`config.mk`:
```
export PLATFORM = sky130hd
export DESIGN_NAME = sramlike_axi_bridge
export DESIGN_NICKNAME = d
export VERILOG_FILES = /design/src/rtl/sramlike_axi_bridge.sv
export SDC_FILE = /design/constraint.sdc
export NUM_CORES = 1
export LEC_CHECK = 0
export ABC_AREA = 1
export ABC_CLOCK_PERIOD_IN_PS = 3000
export CELL_PAD_IN_SITES_DETAIL_PLACEMENT = 2
export CELL_PAD_IN_SITES_GLOBAL_PLACEMENT = 2
export CORE_ASPECT_RATIO = 1.1
export CORE_MARGIN = 2
export CORE_UTILIZATION = 17
export DETAILED_ROUTE_END_ITERATION = 16
export GPL_TIMING_DRIVEN = 1
export PLACE_DENSITY = 0.89
export SLEW_MARGIN = 20
export SYNTH_ARGS = -nofsm -noshare
export SYNTH_HDL_FRONTEND = slang
export SYNTH_SLANG_ARGS = --single-unit
```
`constraint.sdc`:
```
create_clock -name clk -period 3 [get_ports clk]
set_input_delay 0.6 -clock clk [delete_from_list [all_inputs] [get_ports clk]]
set_output_delay 0.6 -clock clk [all_outputs]
set_load 0.005 [all_outputs]
```
`src/rtl/sramlike_axi_bridge.sv`:
```
// Merges the inst and data sramlike masters onto a single AXI3 master port.
// One outstanding single-beat transfer at a time; the data port wins arbitration.
module sramlike_axi_bridge (
    input  logic        clk,
    input  logic        rst,

    input  logic        inst_req,
    input  logic [1:0]  inst_size,
    input  logic [31:0] inst_addr,
    output logic [31:0] inst_rdata,
    output logic        inst_addr_ok,
    output logic        inst_data_ok,

    input  logic        data_req,
    input  logic        data_wr,
    input  logic [1:0]  data_size,
    input  logic [31:0] data_addr,
    input  logic [31:0] data_wdata,
    output logic [31:0] data_rdata,
    output logic        data_addr_ok,
    output logic        data_data_ok,

    output logic [31:0] araddr,
    output logic [2:0]  arsize,
    output logic        arvalid,
    input  logic        arready,
    input  logic [31:0] rdata,
    input  logic        rvalid,
    output logic        rready,

    output logic [31:0] awaddr,
    output logic [2:0]  awsize,
    output logic        awvalid,
    input  logic        awready,
    output logic [31:0] wdata,
    output logic [3:0]  wstrb,
    output logic        wvalid,
    input  logic        wready,
    input  logic        bvalid,
    output logic        bready
);

    typedef enum logic [2:0] {
        S_IDLE,
        S_AR,
        S_R,
        S_WR,
        S_B
    } state_t;

    state_t      state, state_nx;
    logic [31:0] addr_q, wdata_q;
    logic [1:0]  size_q;
    logic [3:0]  wstrb_q;
    logic        src_data_q;
    logic        aw_done_q, w_done_q;

    logic        accept, sel_data;
    logic [31:0] acc_addr;
    logic [1:0]  acc_size;
    logic [3:0]  acc_strb;
    logic        aw_hs, w_hs;

    assign araddr     = addr_q;
    assign arsize     = {1'b0, size_q};
    assign awaddr     = addr_q;
    assign awsize     = {1'b0, size_q};
    assign wdata      = wdata_q;
    assign wstrb      = wstrb_q;

    assign arvalid    = (state == S_AR);
    assign rready     = (state == S_R);
    assign awvalid    = (state == S_WR) && !aw_done_q;
    assign wvalid     = (state == S_WR) && !w_done_q;
    assign bready     = (state == S_B);

    assign aw_hs      = awvalid && awready;
    assign w_hs       = wvalid && wready;

    // Read data is a straight passthrough; only meaningful while the port's data_ok is high.
    assign inst_rdata = rdata;
    assign data_rdata = rdata;

    assign acc_addr   = sel_data ? data_addr : inst_addr;
    assign acc_size   = sel_data ? data_size : inst_size;

    always_comb begin
        case (acc_size)
            2'd0:    acc_strb = 4'b0001 << acc_addr[1:0];
            2'd1:    acc_strb = 4'b0011 << acc_addr[1:0];
            default: acc_strb = 4'b1111;
        endcase
    end

    always_comb begin
        state_nx     = state;
        accept       = 1'b0;
        sel_data     = 1'b0;
        inst_addr_ok = 1'b0;
        data_addr_ok = 1'b0;
        inst_data_ok = 1'b0;
        data_data_ok = 1'b0;
        case (state)
            S_IDLE: begin
                if (data_req) begin
                    data_addr_ok = 1'b1;
                    accept       = 1'b1;
                    sel_data     = 1'b1;
                    state_nx     = data_wr ? S_WR : S_AR;
                end else if (inst_req) begin
                    inst_addr_ok = 1'b1;
                    accept       = 1'b1;
                    state_nx     = S_AR;
                end
            end
            S_AR: begin
                if (arready) state_nx = S_R;
            end
            S_R: begin
                if (rvalid) begin
                    data_data_ok = src_data_q;
                    inst_data_ok = !src_data_q;
                    state_nx     = S_IDLE;
                end
            end
            S_WR: begin
                if ((aw_done_q || aw_hs) && (w_done_q || w_hs)) state_nx = S_B;
            end
            S_B: begin
                if (bvalid) begin
                    data_data_ok = 1'b1;
                    state_nx     = S_IDLE;
                end
            end
            default: state_nx = S_IDLE;
        endcase
        // A transfer cut short by reset must neither complete nor start a new one.
        if (rst) begin
            accept       = 1'b0;
            inst_addr_ok = 1'b0;
            data_addr_ok = 1'b0;
            inst_data_ok = 1'b0;
            data_data_ok = 1'b0;
        end
    end

    always_ff @(posedge clk) begin
        if (rst) begin
            state      <= S_IDLE;
            addr_q     <= 32'd0;
            wdata_q    <= 32'd0;
            size_q     <= 2'd0;
            wstrb_q    <= 4'd0;
            src_data_q <= 1'b0;
            aw_done_q  <= 1'b0;
            w_done_q   <= 1'b0;
        end else begin
            state <= state_nx;
            if (accept) begin
                addr_q     <= acc_addr;
                size_q     <= acc_size;
                wstrb_q    <= acc_strb;
                wdata_q    <= sel_data ? data_wdata : 32'd0;
                src_data_q <= sel_data;
            end
            if (state == S_WR) begin
                if (aw_hs) aw_done_q <= 1'b1;
                if (w_hs)  w_done_q  <= 1'b1;
            end else begin
                aw_done_q <= 1'b0;
                w_done_q  <= 1'b0;
            end
        end
    end

endmodule

```
## Word level (Yosys, flattened, before mapping)

Cells that the tools add are included.

| operators by class | value |
|---|---|
| equal/unequal tests | 10 |
| shift operators | 2 |
| mux-type cells | 29 |
| bitwise operators | 1 |
| reduce and logical (&&, ||, !) cells | 14 |

Operators with widths:

| cell | count |
|---|---|
| $mux 32 | 2 |
| $mux 3 | 6 |
| $mux 1 | 16 |
| $pmux 3 s5 | 1 |
| $pmux 4 s2 | 1 |
| $eq 3x2->1 const B | 2 |
| $logic_and 1x1->1 | 5 |
| $reduce_and 5->1 | 1 |
| $mux 2 | 2 |
| $ne 2x1->1 const B | 2 |
| $ne 2x2->1 const B | 2 |
| $shl 1x2->4 const A | 1 |
| $shl 2x2->4 const A | 1 |
| $eq 3x1->1 const B | 1 |
| $eq 3x3->1 const B | 1 |
| $logic_not 1->1 | 3 |
| $logic_not 3->1 | 1 |
| $ne 3x3->1 const B | 1 |
| $eq 2x1->1 const B | 1 |
| $logic_not 2->1 | 1 |
| $logic_or 1x1->1 | 2 |
| $pmux 1 s2 | 1 |
| $reduce_or 2->1 | 1 |
| $not 1->1 | 1 |

| word-level totals | value |
|---|---|
| register bits after elaboration | 76 |
| input bits | 142 |

## Longest topological paths before layout

Gate-level depths: netlist of the first run.

| depth | value |
|---|---|
| word-level depth | 7 |
| depth in mapped cells | 10 |

## Worst setup path after synthesis of the first run

Ideal clock, no wire load.

| timing | value |
|---|---|
| path type | input to output |
| from | in data_req |
| to | out data_addr_ok |
| arrival time | 1404 ps |
| slack | 996 ps |
| stages | 4 |
| buffers on the path | 2 |
| cell sequence | clkbuf_1 nand3_2 nor2_2 buf_2 |

| on the way | value |
|---|---|
| word-level cells in the longest chain between the ends | 3 |

RTL lines:

| element | line | text |
|---|---|---|
| start, declared | 14 | `input logic data_req,` |
| $mux 1 | 105 | `if (data_req) begin` |
| $mux 1 | 103 | `case (state)` |
| $mux 1 | 138 | `if (rst) begin` |
| end, declared | 20 | `output logic data_addr_ok,` |

Every way passes these cells.

## Final worst setup path of the first run

| timing | value |
|---|---|
| from | in rvalid |
| to | out inst_data_ok |

| on the way | value |
|---|---|
| word-level cells in the longest chain between the ends | 3 |

RTL lines:

| element | line | text |
|---|---|---|
| start, declared | 28 | `input logic rvalid,` |
| $mux 1 | 120 | `if (rvalid) begin` |
| $mux 1 | 103 |  |
| $mux 1 | 138 |  |
| end, declared | 12 | `output logic inst_data_ok,` |

Every way passes these cells.

==> results.txt, run 1 <==
most frequent cells in the layout: clkdlybuf4s50_1 (221), dfxtp_1 (76), nor2_1 (68), nand2_1 (64), a21oi_1 (36)
setup_tns: 0 ns
Startpoint Class: input pin
Hold Fails Final Rpt: 0
fin area: 6010 um2
Seq pwr share: 0.343
fraction of layout cells with a size suffix above 1: 0.0566
synthesized cell area: 3880 um2
top cells by area, synth: dfxtp_1 (39%), buf_4 (19%), a32o_1 (8.3%)
final setup margin: 0.268 ns
Area Growth Syn to Fin: 55.0%
WS Path Type: input pin to output port
Die Wd: 148 um
CTS Buffer Depth: 2
Slew Viols, Final: 0
status: complete, no violations
Resized cells post-CTS: 0
Overflow after GRT: 0
routability cong.: 0.743
Leak: 0.00231 uW
top-area cell type share of the netlist area: 0.392
port bufs: 222
Clock Skew: 0.00652 ns
register bit count reported by yosys: 76
internal power: 2500 uW
Initial Util: 0.174
hold_ws: 0.480 ns
hold crit path type: register to register
Nets: 755
H-tree depth: 3
largest net degree at the start of global routing: 38
crit path max fanout: 2
vias in the first global route: 4163
number of post-CTS setup repair buffers: 0
CTS tree: built
number of buffers created by CTS: 9
fin crit period: 2.73 ns
gr usage total: 0.126
clk slew on worst S/H paths: 0.06 ns
DRC viols: 0
Post-Route WL: 15.4 mm
first-pass GRT wire length: 23.4 mm
diode count: 0
Seq/Total Area, Yosys: 0.392
DR iter-0 viols: 83
critical path capture point type: output port
CTS Hold Bufs: 0
commonest non-fill, non-tap cell in the layout: clkdlybuf4s50_1
Worst-Skew Late Latency: 0.35 ns
initial antenna violation count: 0
core footprint: 22300 um2
Peak Freq: 0.366 GHz
Via density: 4.15
Comb power frac: 0.308
clock sink count: 76
Critical Path RT: 2.40 ns
Die Y: 162 um
I/O pin count: 321
dpl hpwl: 11.9 mm
WL/cell: 16.9 um
Net Sw Frac: 0.304
Clock power frac: 0.349
Avg Cell Area, Syn: 7.84 um2
Post-DP Area: 5680 um2
Max-Cap Viols: 0
Via Count: 3788
worst path arrival time: 2.13 ns
Mapped Cells: 495
Tcrit/Tclk final: 0.911
Routed Antenna Nets: 0
peak supply drop: 0.000243 V
TritonRoute pass-1 iters: 4
Final Setup Violations: 0
net switching power: 1090 uW
Synth cell types: 29
power per cell area: 597 nW/um2
num rows: 57
clock root buffer: clkbuf_16
dominant cell type by area after synthesis: dfxtp_1
synth warn: 0
RSZ-0062 raised after global routing: false
overall power: 3590 uW
pre-CTS WS: 0.267 ns
Die ar.: 24000 um2
final cells by class:
type / count / area, um2
Multi-Input combinational cell: 266 / 1380
Sequential cell: 76 / 1520
Clock inverter: 6 / 93.8
Timing Repair Buffer: 233 / 2310
Clock buffer: 10 / 239
Fill cell: 2561 / 16200
Tap cell: 295 / 369
Inverter: 27 / 101
metal layers:
| layer | up-vias | track usage | routed length [um] |
|---|---|---|---|
| li1 | 1783 | - | - |
| met1 | 1792 | 0.130 | 5840 |
| met2 | 176 | 0.226 | 7730 |
| met3 | 37 | 0.0527 | 1440 |
| met4 | 0 | 0.0511 | 408 |
| met5 | - | 0 | 0 |
state kept, by name (all words and copies together), names as in the netlist:
signal and count:
araddr 32, aw_done_q 1, size_q 2, src_data_q 1, wdata 32, state 3, wstrb 4, w_done_q 1
path summary, 6_finish.rpt:
check                         start                      to  slack, ns  cells past startpoint
max                          rvalid            inst_data_ok       0.27                      5
min          araddr[3]$_SDFFE_PP0P_  araddr[3]$_SDFFE_PP0P_       0.48                      2
max reg2reg   state[2]$_SDFFE_PP0P_   wstrb[2]$_SDFFE_PP0P_       0.96                     10
min reg2reg  araddr[3]$_SDFFE_PP0P_  araddr[3]$_SDFFE_PP0P_       0.48                      2
cell families after synthesis:
logic type / synth area share
buffers and inverters: 0.254
and+or+nand+nor: 0.162
AOI/OAI and AO/OA: 0.190
DFF: 0.392
other: 0.000967
stage by stage:
step | util | std cells
detailed placement | 0.255 | 897
global route | 0.270 | 913
global placement | 0.255 | 897
CTS | 0.270 | 913
finish | 0.270 | 913
floorplan | - | 496
worst max-delay path: stages:
cell and delay, ns:
clkdlybuf4s50_1 0.49, inv_1 0.07, nor4_1 0.29, buf_4 0.18, clkdlybuf4s50_1 0.50
power groups by stage:
stage | clock (uW) | sequential, uW | combinational, uW
after floorplan | 0 | 1250 | 575
after global placement | 0 | 1250 | 1090
after detailed placement | 0 | 1260 | 1130
after CTS | 1310 | 1240 | 1140
after global routing | 1340 | 1250 | 1220
final | 1250 | 1230 | 1100
cells in the mapped netlist (all sizes together):
library cell  number
nor4               2
a21oi             37
a21o               1
o22ai              1
nor3               1
nand2             66
conb               1
clkbuf            16
buf              111
a32o              32
inv               25
o211ai             2
nand4              5
nand3              9
dfxtp             76
o31ai              1
clkinv             2
nor2              70
o21ai             37
(Power assumes the default switching activity.)
==> run 2, diff against run 1 <==
--- a/config.mk
+++ b/config.mk
@@ -6,15 +6,16 @@
 export NUM_CORES = 1
 export LEC_CHECK = 0
 export ABC_AREA = 1
-export ABC_CLOCK_PERIOD_IN_PS = 3000
+export ABC_CLOCK_PERIOD_IN_PS = 2810
 export CELL_PAD_IN_SITES_DETAIL_PLACEMENT = 2
 export CELL_PAD_IN_SITES_GLOBAL_PLACEMENT = 2
 export CORE_ASPECT_RATIO = 1.1
 export CORE_MARGIN = 2
-export CORE_UTILIZATION = 17
+export CORE_UTILIZATION = 16
 export DETAILED_ROUTE_END_ITERATION = 16
 export GPL_TIMING_DRIVEN = 1
-export PLACE_DENSITY = 0.89
+export PLACE_DENSITY = 0.85
+export SETUP_SLACK_MARGIN = 0.2
 export SLEW_MARGIN = 20
 export SYNTH_ARGS = -nofsm -noshare
 export SYNTH_HDL_FRONTEND = slang
==> constraint.sdc (replaced) <==
create_clock -name clk -period 2.81 [get_ports clk]
set_input_delay 0.562 -clock clk [delete_from_list [all_inputs] [get_ports clk]]
set_output_delay 0.562 -clock clk [all_outputs]
set_load 0.005 [all_outputs]
==> run 2 against run 1 <==
Sequential share of layout area shrank 0.068 points. Routed wire length is 0.32% lower. Die area grew 6.1%. Combinational power grew 7%. Global-route usage decreased by 0.66 points. Clock power about the same. Worst setup slack gained 0.0019 ns. Design area increased by 0.27%. Total power grew 4.0%. Cell count rose by 1.4%.
==> results.txt, run 2 (synthesis results as in run 1) <==
most frequent cells in the layout: clkdlybuf4s50_1 (219), dfxtp_1 (76), nor2_1 (68), nand2_1 (64), a21oi_1 (36)
Startpoint Class: input pin
Max-Cap Viols: 0 (unchanged)
DR iter-0 viols: 88 (+6.0%)
CP Cell Sequence: clkdlybuf4s50_1, inv_1, nor4_1, clkdlybuf4s50_1
DRC viols: 0 (unchanged)
Clock Skew: 0.00904 ns (+0.00251 ns)
largest net degree at the start of global routing: 37 (-2.6%)
Post-DP Area: 5710 um2 (+0.48%)
core footprint: 23800 um2 (+6.8%)
vias in the first global route: 4080 (-2.0%)
fraction of layout cells with a size suffix above 1: 0.0628 (+0.00617)
fin crit period: 2.54 ns
Overflow after GRT: 0 (unchanged)
clock sink count: 76 (unchanged)
commonest non-fill, non-tap cell in the layout: clkdlybuf4s50_1
Crit Reg-Reg Startpoint: state[1]$_SDFFE_PP0P_
Slew Viols, Final: 0 (unchanged)
clock root buffer: clkbuf_16
Reg2Reg Depth: 9 (-1)
Area Growth Syn to Fin: 55.4%
TritonRoute pass-1 iters: 4 (unchanged)
critical hold path startpoint: araddr[3]$_SDFFE_PP0P_
setup_tns: 0 ns (unchanged)
diode count: 0 (unchanged)
WL/cell: 16.6 um (-1.7%)
Seq pwr share: 0.353 (+0.010)
Hold Fails Final Rpt: 0 (unchanged)
Leak: 0.00235 uW (+1.6%)
crit path max fanout: 3 (+1)
overall power: 3730 uW (+4.0%)
hold path endpoint: araddr[3]$_SDFFE_PP0P_
RSZ-0062 raised after global routing: false
port bufs: 222 (unchanged)
Via density: 4.10 (-1.3%)
power per cell area: 619 nW/um2 (+3.7%)
CTS tree: built
Initial Util: 0.163 (-0.0111)
hold_ws: 0.489 ns (+0.00818 ns)
status: complete, no violations
Critical Path RT: 2.25 ns (-0.15 ns)
Post-Route WL: 15.4 mm (-0.32%)
gr usage total: 0.120 (-0.00663)
Nets: 758 (+0.40%)
Final Setup Violations: 0 (unchanged)
clk slew on worst S/H paths: 0.06 ns (about the same)
Worst-Skew Late Latency: 0.35 ns (about the same)
Die Y: 167 um (+3.0%)
Via Count: 3793 (+0.13%)
number of buffers created by CTS: 9 (unchanged)
Die Wd: 152 um (+3.0%)
Peak Freq: 0.394 GHz
Clock power frac: 0.331 (-0.018)
Tcrit/Tclk final: 0.904
H-tree depth: 3 (unchanged)
critical path capture point type: output port
initial antenna violation count: 0 (unchanged)
internal power: 2560 uW (+2.6%)
dpl hpwl: 11.8 mm (-0.97%)
num rows: 59 (+3.5%)
hold depth: 2 (unchanged)
CP max stage delay: 0.57 ns (+0.07 ns)
hold crit path type: register to register
routability cong.: 0.706 (-5.0%)
Net Sw Frac: 0.313 (+0.00929)
CTS Buffer Depth: 2 (unchanged)
WS Path Type: input pin to output port
slowest CP cell: clkdlybuf4s50_1
peak supply drop: 0.000252 V (+3.9%)
Die ar.: 25500 um2 (+6.1%)
fin area: 6030 um2 (+0.27%)
Routed Antenna Nets: 0 (unchanged)
fill count: 2737 (+6.9%)
first-pass GRT wire length: 23.7 mm (+1.3%)
net switching power: 1170 uW (+7.2%)
Comb power frac: 0.315 (+0.007)
cell mode on critical path: clkdlybuf4s50_1
setup slack, reg-to-reg: 0.84 ns (-0.12 ns)
worst path arrival time: 1.98 ns (-0.15 ns)
Reg-to-Reg End: state[1]$_SDFFE_PP0P_
I/O pin count: 321 (unchanged)
run 2: worst max path at each step:
stage                     cells after the start     start  slack, ns      endpoint
final                                         4  inst_req       0.27  inst_addr_ok
after global routing                          4  inst_req       0.22  inst_addr_ok
after CTS                                     4    rvalid       0.21  inst_data_ok
after detailed placement                      5    rvalid       0.23  data_data_ok
after global placement                        5    rvalid       0.22  data_data_ok
after floorplan                               4  data_req       0.88  data_addr_ok
run 2: through the flow:
stage	worst slack, ns	utilization	std cells
global placement	0.221	0.240	909
global route	0.215	0.254	926
floorplan	0.882	-	496
finish	0.270	0.254	926
detailed placement	0.228	0.240	909
CTS	0.213	0.253	926
run 2: metal layers:
layer | track usage | up-vias | part of all wire
li1 | - | 1795 | -
met2 | 0.221 | 142 | 0.52
met5 | 0 | - | 0
met3 | 0.0386 | 31 | 0.067
met4 | 0.0374 | 0 | 0.018
met1 | 0.129 | 1825 | 0.40
run 2: layout make-up:
cell class	count	area, um2	share of cell area
inverters	27	103	0.0170
well taps	305	382	0.0633
clock inverters	7	82.6	0.0137
clock buffers	9	225	0.0374
multi-input cells	266	1380	0.228
flip-flops and latches	76	1520	0.252
repair buffers	236	2340	0.388
run 2: power groups by stage:
stage / clock, uW / sequential [uW] / combinational [uW]
after floorplan: 0 / 1330 / 614
after global placement: 0 / 1340 / 1170
after detailed placement: 0 / 1350 / 1200
after CTS: 1300 / 1320 / 1210
after global routing: 1340 / 1340 / 1300
final: 1240 / 1320 / 1180
run 2: worst max-delay path, delay by kind of cell:
kind	cells	cell delay, ns
buffers and inverters	3	1.14
and+or+nand+nor	1	0.27
run 2: repair_timing:
action,CTS,global route
pin swaps,1,0
setup endpoints to repair,1,2
gates resized for setup,1,2
hold buffers,0,0
endpoints found under the hold margin,0,0
buffers inserted,1,0
